[config.mk]
export PLATFORM = sky130hd
export DESIGN_NAME = mem_arbiter
export DESIGN_NICKNAME = d
export VERILOG_FILES = /design/src/rtl/mem_arbiter_pkg.sv /design/src/rtl/rr_pick2.sv /design/src/rtl/mem_arbiter.sv
export SDC_FILE = /design/constraint.sdc
export NUM_CORES = 1
export LEC_CHECK = 0
export BUFFER_PORTS_ARGS = -buffer_cell sky130_fd_sc_hd__buf_2
export CAP_MARGIN = 10
export CORE_AREA = 2 2 143 145
export CTS_BUF_LIST = sky130_fd_sc_hd__clkbuf_2 sky130_fd_sc_hd__clkbuf_4 sky130_fd_sc_hd__clkbuf_8
export DETAILED_ROUTE_END_ITERATION = 7
export DIE_AREA = 0 0 145 147
export PLACE_DENSITY = 0.72
export SLEW_MARGIN = 20
export SYNTH_ARGS = -nofsm -noshare
export SYNTH_HDL_FRONTEND = slang
export SYNTH_SLANG_ARGS = --single-unit
[constraint.sdc]
create_clock -name clk -period 13.3 [get_ports clk]
set_input_delay 2.66 -clock clk [delete_from_list [all_inputs] [get_ports clk]]
set_output_delay 2.66 -clock clk [all_outputs]
set_load 0.02 [all_outputs]
[src/rtl/mem_arbiter_pkg.sv]
// Shared constants for the two-client memory arbiter: FSM encoding and client indices.
// Client 0 is the instruction cache, client 1 the data cache.
package mem_arbiter_pkg;

   typedef enum logic [1:0] {
      IDLE = 2'd0,
      BUSY = 2'd1,
      DONE = 2'd2
   } state_t;

   localparam logic ICACHE = 1'b0;
   localparam logic DCACHE = 1'b1;

endpackage

[src/rtl/rr_pick2.sv]
// Two-way round-robin picker: on a tie the client that did not win last time is chosen.
module rr_pick2
   import mem_arbiter_pkg::*;
(
   input  logic i_req0,
   input  logic i_req1,
   input  logic i_last_grant,
   output logic o_valid,
   output logic o_grant
);

   always_comb begin
      o_valid = i_req0 | i_req1;
      if (i_req0 && i_req1) begin
         o_grant = ~i_last_grant;
      end else if (i_req0) begin
         o_grant = ICACHE;
      end else begin
         o_grant = DCACHE;
      end
   end

endmodule

[src/rtl/mem_arbiter.sv]
// Arbitrates I-cache and D-cache misses onto one memory port (IDLE -> BUSY -> DONE per
// transaction) and counts completed transactions per client.
module mem_arbiter
   import mem_arbiter_pkg::*;
#(
   parameter int ADDR_WIDTH = 32,
   parameter int DATA_WIDTH = 32,
   parameter int CNT_WIDTH  = 32
) (
   input  logic                  clk,
   input  logic                  rst,
   input  logic                  c0_r,
   input  logic                  c0_w,
   input  logic [ADDR_WIDTH-1:0] c0_addr,
   input  logic [DATA_WIDTH-1:0] c0_w_data,
   output logic [DATA_WIDTH-1:0] c0_r_data,
   output logic                  c0_ready,
   input  logic                  c1_r,
   input  logic                  c1_w,
   input  logic [ADDR_WIDTH-1:0] c1_addr,
   input  logic [DATA_WIDTH-1:0] c1_w_data,
   output logic [DATA_WIDTH-1:0] c1_r_data,
   output logic                  c1_ready,
   output logic                  m_req,
   output logic                  m_we,
   output logic [ADDR_WIDTH-1:0] m_addr,
   output logic [DATA_WIDTH-1:0] m_w_data,
   input  logic [DATA_WIDTH-1:0] m_r_data,
   input  logic                  m_ack,
   output logic [CNT_WIDTH-1:0]  grant_cnt0,
   output logic [CNT_WIDTH-1:0]  grant_cnt1
);

   state_t                r_state;
   state_t                w_next_state;
   logic                  r_last_grant;
   logic                  r_we;
   logic [ADDR_WIDTH-1:0] r_addr;
   logic [DATA_WIDTH-1:0] r_w_data;
   logic [DATA_WIDTH-1:0] r_rdata_buf;
   logic [CNT_WIDTH-1:0]  r_cnt0;
   logic [CNT_WIDTH-1:0]  r_cnt1;

   logic w_req0;
   logic w_req1;
   logic w_valid;
   logic w_grant;
   logic w_busy;
   logic w_done;

   assign w_req0 = c0_r | c0_w;
   assign w_req1 = c1_r | c1_w;

   rr_pick2 u_pick (
      .i_req0       (w_req0),
      .i_req1       (w_req1),
      .i_last_grant (r_last_grant),
      .o_valid      (w_valid),
      .o_grant      (w_grant)
   );

   always_ff @(posedge clk or posedge rst) begin
      if (rst) begin
         r_state <= IDLE;
      end else begin
         r_state <= w_next_state;
      end
   end

   // Requests are only looked at in IDLE; the DONE->IDLE bubble lets a client drop its request.
   always_comb begin
      w_next_state = r_state;
      case (r_state)
         IDLE:    if (w_valid) w_next_state = BUSY;
         BUSY:    if (m_ack)   w_next_state = DONE;
         DONE:    w_next_state = IDLE;
         default: w_next_state = IDLE;
      endcase
   end

   // The latched grant also serves as the round-robin history.
   always_ff @(posedge clk or posedge rst) begin
      if (rst) begin
         r_last_grant <= DCACHE;
         r_we         <= 1'b0;
         r_addr       <= '0;
         r_w_data     <= '0;
         r_rdata_buf  <= '0;
         r_cnt0       <= '0;
         r_cnt1       <= '0;
      end else begin
         if (r_state == IDLE && w_valid) begin
            r_last_grant <= w_grant;
            r_we         <= (w_grant == DCACHE) ? c1_w      : c0_w;
            r_addr       <= (w_grant == DCACHE) ? c1_addr   : c0_addr;
            r_w_data     <= (w_grant == DCACHE) ? c1_w_data : c0_w_data;
         end
         if (r_state == BUSY && m_ack) begin
            r_rdata_buf <= m_r_data;
         end
         if (r_state == DONE) begin
            if (r_last_grant == ICACHE) begin
               r_cnt0 <= r_cnt0 + CNT_WIDTH'(1);
            end else begin
               r_cnt1 <= r_cnt1 + CNT_WIDTH'(1);
            end
         end
      end
   end

   always_comb begin
      w_busy    = (r_state == BUSY);
      w_done    = (r_state == DONE);
      m_req     = w_busy;
      m_we      = w_busy & r_we;
      m_addr    = w_busy ? r_addr   : '0;
      m_w_data  = w_busy ? r_w_data : '0;
      c0_ready  = w_done && (r_last_grant == ICACHE);
      c1_ready  = w_done && (r_last_grant == DCACHE);
      c0_r_data = c0_ready ? r_rdata_buf : '0;
      c1_r_data = c1_ready ? r_rdata_buf : '0;
   end

   assign grant_cnt0 = r_cnt0;
   assign grant_cnt1 = r_cnt1;

endmodule

==> results of run 1 <==
==> per-stage QoR <==
stage	std cells	utilization, %
final	1390	53.3
after global routing	1390	53.3
after CTS	1389	53.2
after detailed placement	1357	51.1
after global placement	1357	51.1
after floorplan	764	-
==> path summary, 6_finish.rpt <==
path	slack, ps	end	cells past startpoint	from
min in group asynchronous	2370	grant_cnt1[15]	2	rst
hold reg to reg	470	grant_cnt1[31]	1	grant_cnt1[31]
setup reg to reg	10960	r_addr[3]	4	r_last_grant
setup / recovery	8230	c1_r_data[6]	4	r_last_grant
max in group asynchronous	9430	r_rdata_buf[22]	3	rst
hold / removal	470	grant_cnt1[31]	1	grant_cnt1[31]
==> placed cells by master, fill, tap and decap left out, types with 2 or more instances in the layout <==
cell type | netlist | final
and2_1 | 132 | 132
and3_1 | 12 | 12
and4_1 | 7 | 7
buf_2 | 10 | 362
buf_4 | 5 | 5
clkbuf_8 | 0 | 17
clkinv_4 | 0 | 3
clkinv_8 | 0 | 3
dfrtp_1 | 163 | 163
ha_1 | 2 | 2
inv_1 | 8 | 7
inv_6 | 0 | 3
inv_8 | 0 | 5
mux2_2 | 34 | 34
mux2i_1 | 64 | 64
nand2_1 | 89 | 89
nand3_1 | 20 | 20
nand4_1 | 27 | 27
nand4b_1 | 2 | 2
nor2_1 | 9 | 9
nor3_1 | 5 | 5
nor4_4 | 4 | 4
o21ai_0 | 64 | 64
xnor2_1 | 53 | 53
xor2_1 | 9 | 9
==> metal layers <==
metal / global-route usage (%) / up-vias
met2: 33.9 / 252
met3: 5.37 / 38
met5: 0 / -
met1: 25.3 / 3137
met4: 8.02 / 0
li1: - / 3268
==> kinds of logic (layout without fill, tap and decap cells) <==
logic type               after synthesis  in the layout  synth area share, %
adder cells (fa/ha/maj)                2              2                0.308
XOR/XNOR                              62             62                 6.68
multiplexers                          98             98                 12.6
flip-flops                           164            164                 50.5
AO/OA/AOI/OAI                         68             68                 4.28
buffers and inverters                 52            408                 2.97
AND/OR/NAND/NOR                      318            318                 22.6
==> cell type report <==
cell class,instances,area [um2]
timing repair buffer,368,1870
sequential,164,4110
clock inverter,15,186
multi-input combinational,548,3810
fill,1786,9260
inverter,8,35.0
tap,270,338
clock buffer,17,234
==> sequential cells by signal (all words and copies together) (netlist names) <==
name,count
grant_cnt1,32
r_w_data,32
r_addr,32
r_rdata_buf,32
r_last_grant,1
grant_cnt0,32
r_state,2
r_we,1
==> power by group through the flow <==
stage          clock (mW)  combinational (mW)  sequential (mW)
3_3_place_gp            0               0.768            0.773
4_1_cts             0.393               0.781            0.772
5_1_grt             0.416               0.849            0.793
3_5_place_dp            0               0.780            0.779
2_1_floorplan           0               0.551            0.750
6_report            0.379               0.776            0.770
==> worst max-delay path, stage by stage (launching register included) <==
cell      delay [ps]
dfstp_2          670
nand3b_4         200
inv_1            680
and2_1           250
buf_2            170
==> impl_metrics.py, run 1 <==
metrics = {
    "clocking": {
        "worst_skew_pair.late_latency_ps": 450,
        "cts_buffer_depth": 2,
        "cts_tree": "done",
        "numClockSinks": 164,
        "post_cts_buffers": 0,
        "post_cts_resized": 0,
        "clockRootBuffer": "clkbuf_8",
        "hold_buffers": 0,
        "ctsHtreeMaxLevel": 4,
        "clk_pin_slew_ps": 100,
        "cts_inserted_buffers": 17,
    },
    "floorplan": {
        "core_area_um2": 19800,
        "fp.dieArea_um2": 21300,
        "die_x_um": 145,
        "initial_core_util_pct": 41.0,
        "die_h_um": 147,
        "row_count": 52,
        "ios": 363,
    },
    "route": {
        "wire_per_inst_um": 15.6,
        "first_pass_iters": 4,
        "met3_length_um": 1350,
        "drc_errors": 0,
        "vias": 6695,
        "top_layer": "met4",
        "vias_per_cell": 4.82,
        "drtIter0Drc": 236,
        "met1Wirelength_um": 9170,
        "wirelength_um": 21700,
        "ant_nets": 0,
        "met2_length_um": 10600,
    },
    "layout": {
        "n_antenna_cell": 0,
        "fin_area_um2": 10600,
        "drive_gt1_share_pct": 40.2,
        "nets": 1276,
        "syn_to_final_growth_pct": 30.2,
    },
    "pwr": {
        "power.switching_mw": 0.789,
        "swShare_pct": 41.0,
        "seqPwrFrac_pct": 40.0,
        "power.density_nw_per_um2": 182,
        "leakage_nw": 5.71,
        "intPower_mw": 1.14,
        "pwr-share-comb_pct": 40.3,
        "clock_power_share_pct": 19.7,
        "report.power.total_mw": 1.93,
        "vdd.ir_drop.worst_uv": 86.6,
    },
    "timing": {
        "setup_viol_count_final": 0,
        "fin_crit_sh_pct": 38.1,
        "relSlewSlack_pct": 37.5,
        "drv_slew": 0,
        "max_freq_mhz": 197,
        "worstMarginPinSlew_ps": 937,
        "fin_ws_ps": 8230,
        "rsz0062_at_grt": "false",
        "fin_crit_ps": 5070,
        "worst_hold_slack_ps": 473,
        "hold_viol": 0,
        "tns_ps": 0,
        "clock-skew-final_ps": 16.6,
    },
    "critical_path": {
        "worstPathRequired_ps": 10640,
        "start_kind": "register",
        "path_max_fanout": 36,
        "endpoint_kind": "output pin",
        "criticalPathCategory": "reg2out",
        "cp.arrival_ps": 2410,
    },
    "place": {
        "place_worst_setup_slack_ps": 8480,
        "place.gp.congestion": 0.823,
        "hpwl_um": 15700,
        "dpl-instance-area_um2": 10100,
        "io_buffers": 362,
    },
    "synth": {
        "synth_edf_count": 0,
        "syn-cell-area_um2": 8130,
        "ys_seq_elements": 164,
        "syn_inst": 764,
        "syn_nets": 933,
        "ys_top_cells_by_area": "dfrtp_1, and2_1, mux2i_1, xnor2_1, mux2_2",
        "synth_warnings": 0,
        "synth.avg_cell_area_um2": 10.6,
        "ys_async_sr_fraction_pct": 100,
        "yosys.area.top_type": "dfrtp_1",
        "seq_area_frac_synth_pct": 50.5,
        "netlist_top_cells_count": "dfrtp_1, and2_1, nand2_1",
        "yosysUniqueCellTypes": 38,
        "dominantRegCellSynth": "dfrtp_1",
        "yosys.area.top_type_share_pct": 50.2,
        "synth_most_common_cell": "dfrtp_1",
    },
    "global_routing": {
        "track_usage_pct": 20.3,
        "grt_pass1_wl_um": 34800,
        "overflow": 0,
        "grt_pass1_vias": 6597,
        "grt_start_max_net_pins": 133,
        "antenna_found_initial": 0,
    },
    "min_path": {
        "hp-class": "reg2reg",
    },
    "flow_run": {
        "maxCapViolCount": 0,
    },
    "outcome": {
        "status": "finished clean",
    },
}
Note: power is estimated with default switching activity, not from simulation.
==> inputs of run 2 (changes only) <==
--- a/config.mk
+++ b/config.mk
@@ -5,13 +5,14 @@
 export SDC_FILE = /design/constraint.sdc
 export NUM_CORES = 1
 export LEC_CHECK = 0
+export ABC_AREA = 1
 export BUFFER_PORTS_ARGS = -buffer_cell sky130_fd_sc_hd__buf_2
 export CAP_MARGIN = 10
-export CORE_AREA = 2 2 143 145
+export CORE_MARGIN = 2
+export CORE_UTILIZATION = 45
 export CTS_BUF_LIST = sky130_fd_sc_hd__clkbuf_2 sky130_fd_sc_hd__clkbuf_4 sky130_fd_sc_hd__clkbuf_8
 export DETAILED_ROUTE_END_ITERATION = 7
-export DIE_AREA = 0 0 145 147
-export PLACE_DENSITY = 0.72
+export PLACE_DENSITY = 0.8
 export SLEW_MARGIN = 20
 export SYNTH_ARGS = -nofsm -noshare
 export SYNTH_HDL_FRONTEND = slang
==> constraint.sdc (replaced) <==
create_clock -name clk -period 4.4 [get_ports clk]
set_input_delay 0.88 -clock clk [delete_from_list [all_inputs] [get_ports clk]]
set_output_delay 0.88 -clock clk [all_outputs]
set_load 0.02 [all_outputs]
==> impl_metrics.py, run 2 <==
metrics = {
    "clocking": {
        "worst_skew_pair.late_latency_ps": 450,
        "hold_buffers": 0,
        "cts_buffer_depth": 2,
        "numClockSinks": 164,
        "cts_inserted_buffers": 17,
        "clk_pin_slew_ps": 90,
        "ctsHtreeMaxLevel": 4,
        "cts_tree": "done",
        "post_cts_resized": 0,
        "post_cts_buffers": 0,
        "clockRootBuffer": "clkbuf_8",
    },
    "timing": {
        "setup_viol_count_final": 0,
        "drv_slew": 0,
        "worstMarginPinSlew_ps": 1050,
        "tns_ps": 0,
        "hold_viol": 0,
        "fin_crit_sh_pct": 71.8,
        "max_freq_mhz": 317,
        "rsz0062_at_grt": "false",
        "fin_crit_ps": 3160,
        "relSlewSlack_pct": 29.8,
        "clock-skew-final_ps": 14.4,
    },
    "layout": {
        "drive_gt1_share_pct": 29.1,
        "syn_to_final_growth_pct": 28.3,
        "layout_commonest_cell": "buf_2",
        "n_antenna_cell": 0,
        "final_cell_mix": "buf_2, nor2_1, nand2_1",
        "nets": 1622,
        "stdcell_count": 1700,
    },
    "pwr": {
        "vdd.ir_drop.worst_uv": 523,
        "power.density_nw_per_um2": 554,
        "report.power.total_mw": 5.99,
        "leakage_nw": 6.06,
    },
    "min_path": {
        "hold_start": "grant_cnt1[31]",
        "hp-class": "reg2reg",
    },
    "synth": {
        "syn_inst": 1117,
        "dominantRegCellSynth": "dfrtp_1",
        "syn_nets": 1286,
        "synth_most_common_cell": "nor2_1",
        "syn-cell-area_um2": 8430,
        "yosys.area.top_type": "dfrtp_1",
        "yosysUniqueCellTypes": 29,
        "synth.avg_cell_area_um2": 7.54,
        "yosys.area.top_type_share_pct": 48.4,
        "synth_warnings": 0,
        "ys_seq_elements": 164,
        "seq_area_frac_synth_pct": 48.7,
        "netlist_top_cells_count": "nor2_1, nand2_1, dfrtp_1",
        "ys_async_sr_fraction_pct": 100,
        "ys_top_cells_by_area": "dfrtp_1, nor2_1, nand2_1, inv_1, o21ai_0",
        "synth_edf_count": 0,
    },
    "global_routing": {
        "overflow": 0,
        "antenna_found_initial": 2,
        "grt_start_max_net_pins": 165,
        "track_usage_pct": 23.7,
        "grt_pass1_vias": 7925,
        "grt_pass1_wl_um": 37900,
    },
    "route": {
        "drtIter0Drc": 512,
        "ant_nets": 0,
        "drc_errors": 0,
        "wirelength_um": 24300,
        "vias": 8577,
        "wire_per_inst_um": 14.3,
        "vias_per_cell": 5.05,
        "first_pass_iters": 5,
    },
    "critical_path": {
        "worstPathRequired_ps": 3520,
        "path_max_fanout": 66,
        "start_kind": "register",
        "cp.arrival_ps": 2280,
        "startpoint": "r_state[0]",
        "criticalPathCategory": "reg2out",
        "r2r-start": "r_last_grant",
        "regToRegSetupSlack_ps": 2240,
        "endpoint_kind": "output pin",
    },
    "floorplan": {
        "initial_core_util_pct": 45.5,
        "row_count": 50,
        "ios": 363,
        "die_x_um": 141,
        "die_h_um": 141,
        "core_area_um2": 18500,
        "fp.dieArea_um2": 19800,
    },
    "place": {
        "io_buffers": 362,
        "place_inst": 1668,
        "place.gp.congestion": 0.936,
        "hpwl_um": 17900,
    },
    "outcome": {
        "status": "finished clean",
    },
    "flow_run": {
        "maxCapViolCount": 0,
    },
}
[run 2: through the flow]
step	cell area, um2	hold slack (ps)	worst slack (ps)	util (%)
floorplan	8430	470	1440	-
global placement	10400	464	1800	56.0
detailed placement	10400	476	1740	56.0
global route	10800	522	1090	58.4
finish	10800	494	1240	58.4
CTS	10800	498	1230	58.4
[run 2: layout make-up]
type                    instances  area [um2]
clock inverters                12         178
clock buffers                  20         263
inverters                     165         626
flip-flops and latches        164        4110
well taps                     234         293
repair buffers                367        1870
fillers                      1700        7710
multi-input cells             738        3470
[run 2: cells by family after synthesis]
kind of cell,Yosys count,synth area share [%]
AND/OR/NAND/NOR,532,26.3
buffers and inverters,215,10.2
AO/OA/AOI/OAI,172,11.2
flip-flops,164,48.7
XOR/XNOR,32,3.33
adder cells (fa/ha/maj),2,0.297
[run 2: layer usage]
metal,part of all wire (%),global-route usage [%],wire length [um],up-vias
met5,0.099,0,24,-
met4,3.8,10.8,913,4
met3,6.8,5.67,1660,72
met2,49,39.6,11900,362
met1,40,29.2,9830,3975
li1,-,-,-,4164
[run 2: worst max-delay path, stage by stage, from the launching register on]
cell and delay, ps:
dfrtp_1 380, inv_1 140, nor2_1 100, inv_2 770
nor2_1 210, buf_2 230
[run 2: power breakdown]
group / switching (mW) / internal [mW]
registers: 0.163 / 2.00
clock network: 0.569 / 0.649
logic: 1.82 / 0.795
total: 2.55 / 3.44
[run 2: path summary, 6_finish.rpt]
check / cells after the start / to
worst max register to register: 5 / r_w_data[8]
worst min-delay path: 2 / grant_cnt1[31]
min in group asynchronous: 3 / grant_cnt1[13]
max in group asynchronous: 3 / r_rdata_buf[19]
worst min register to register: 2 / grant_cnt1[31]
worst max-delay path: 5 / m_addr[31]
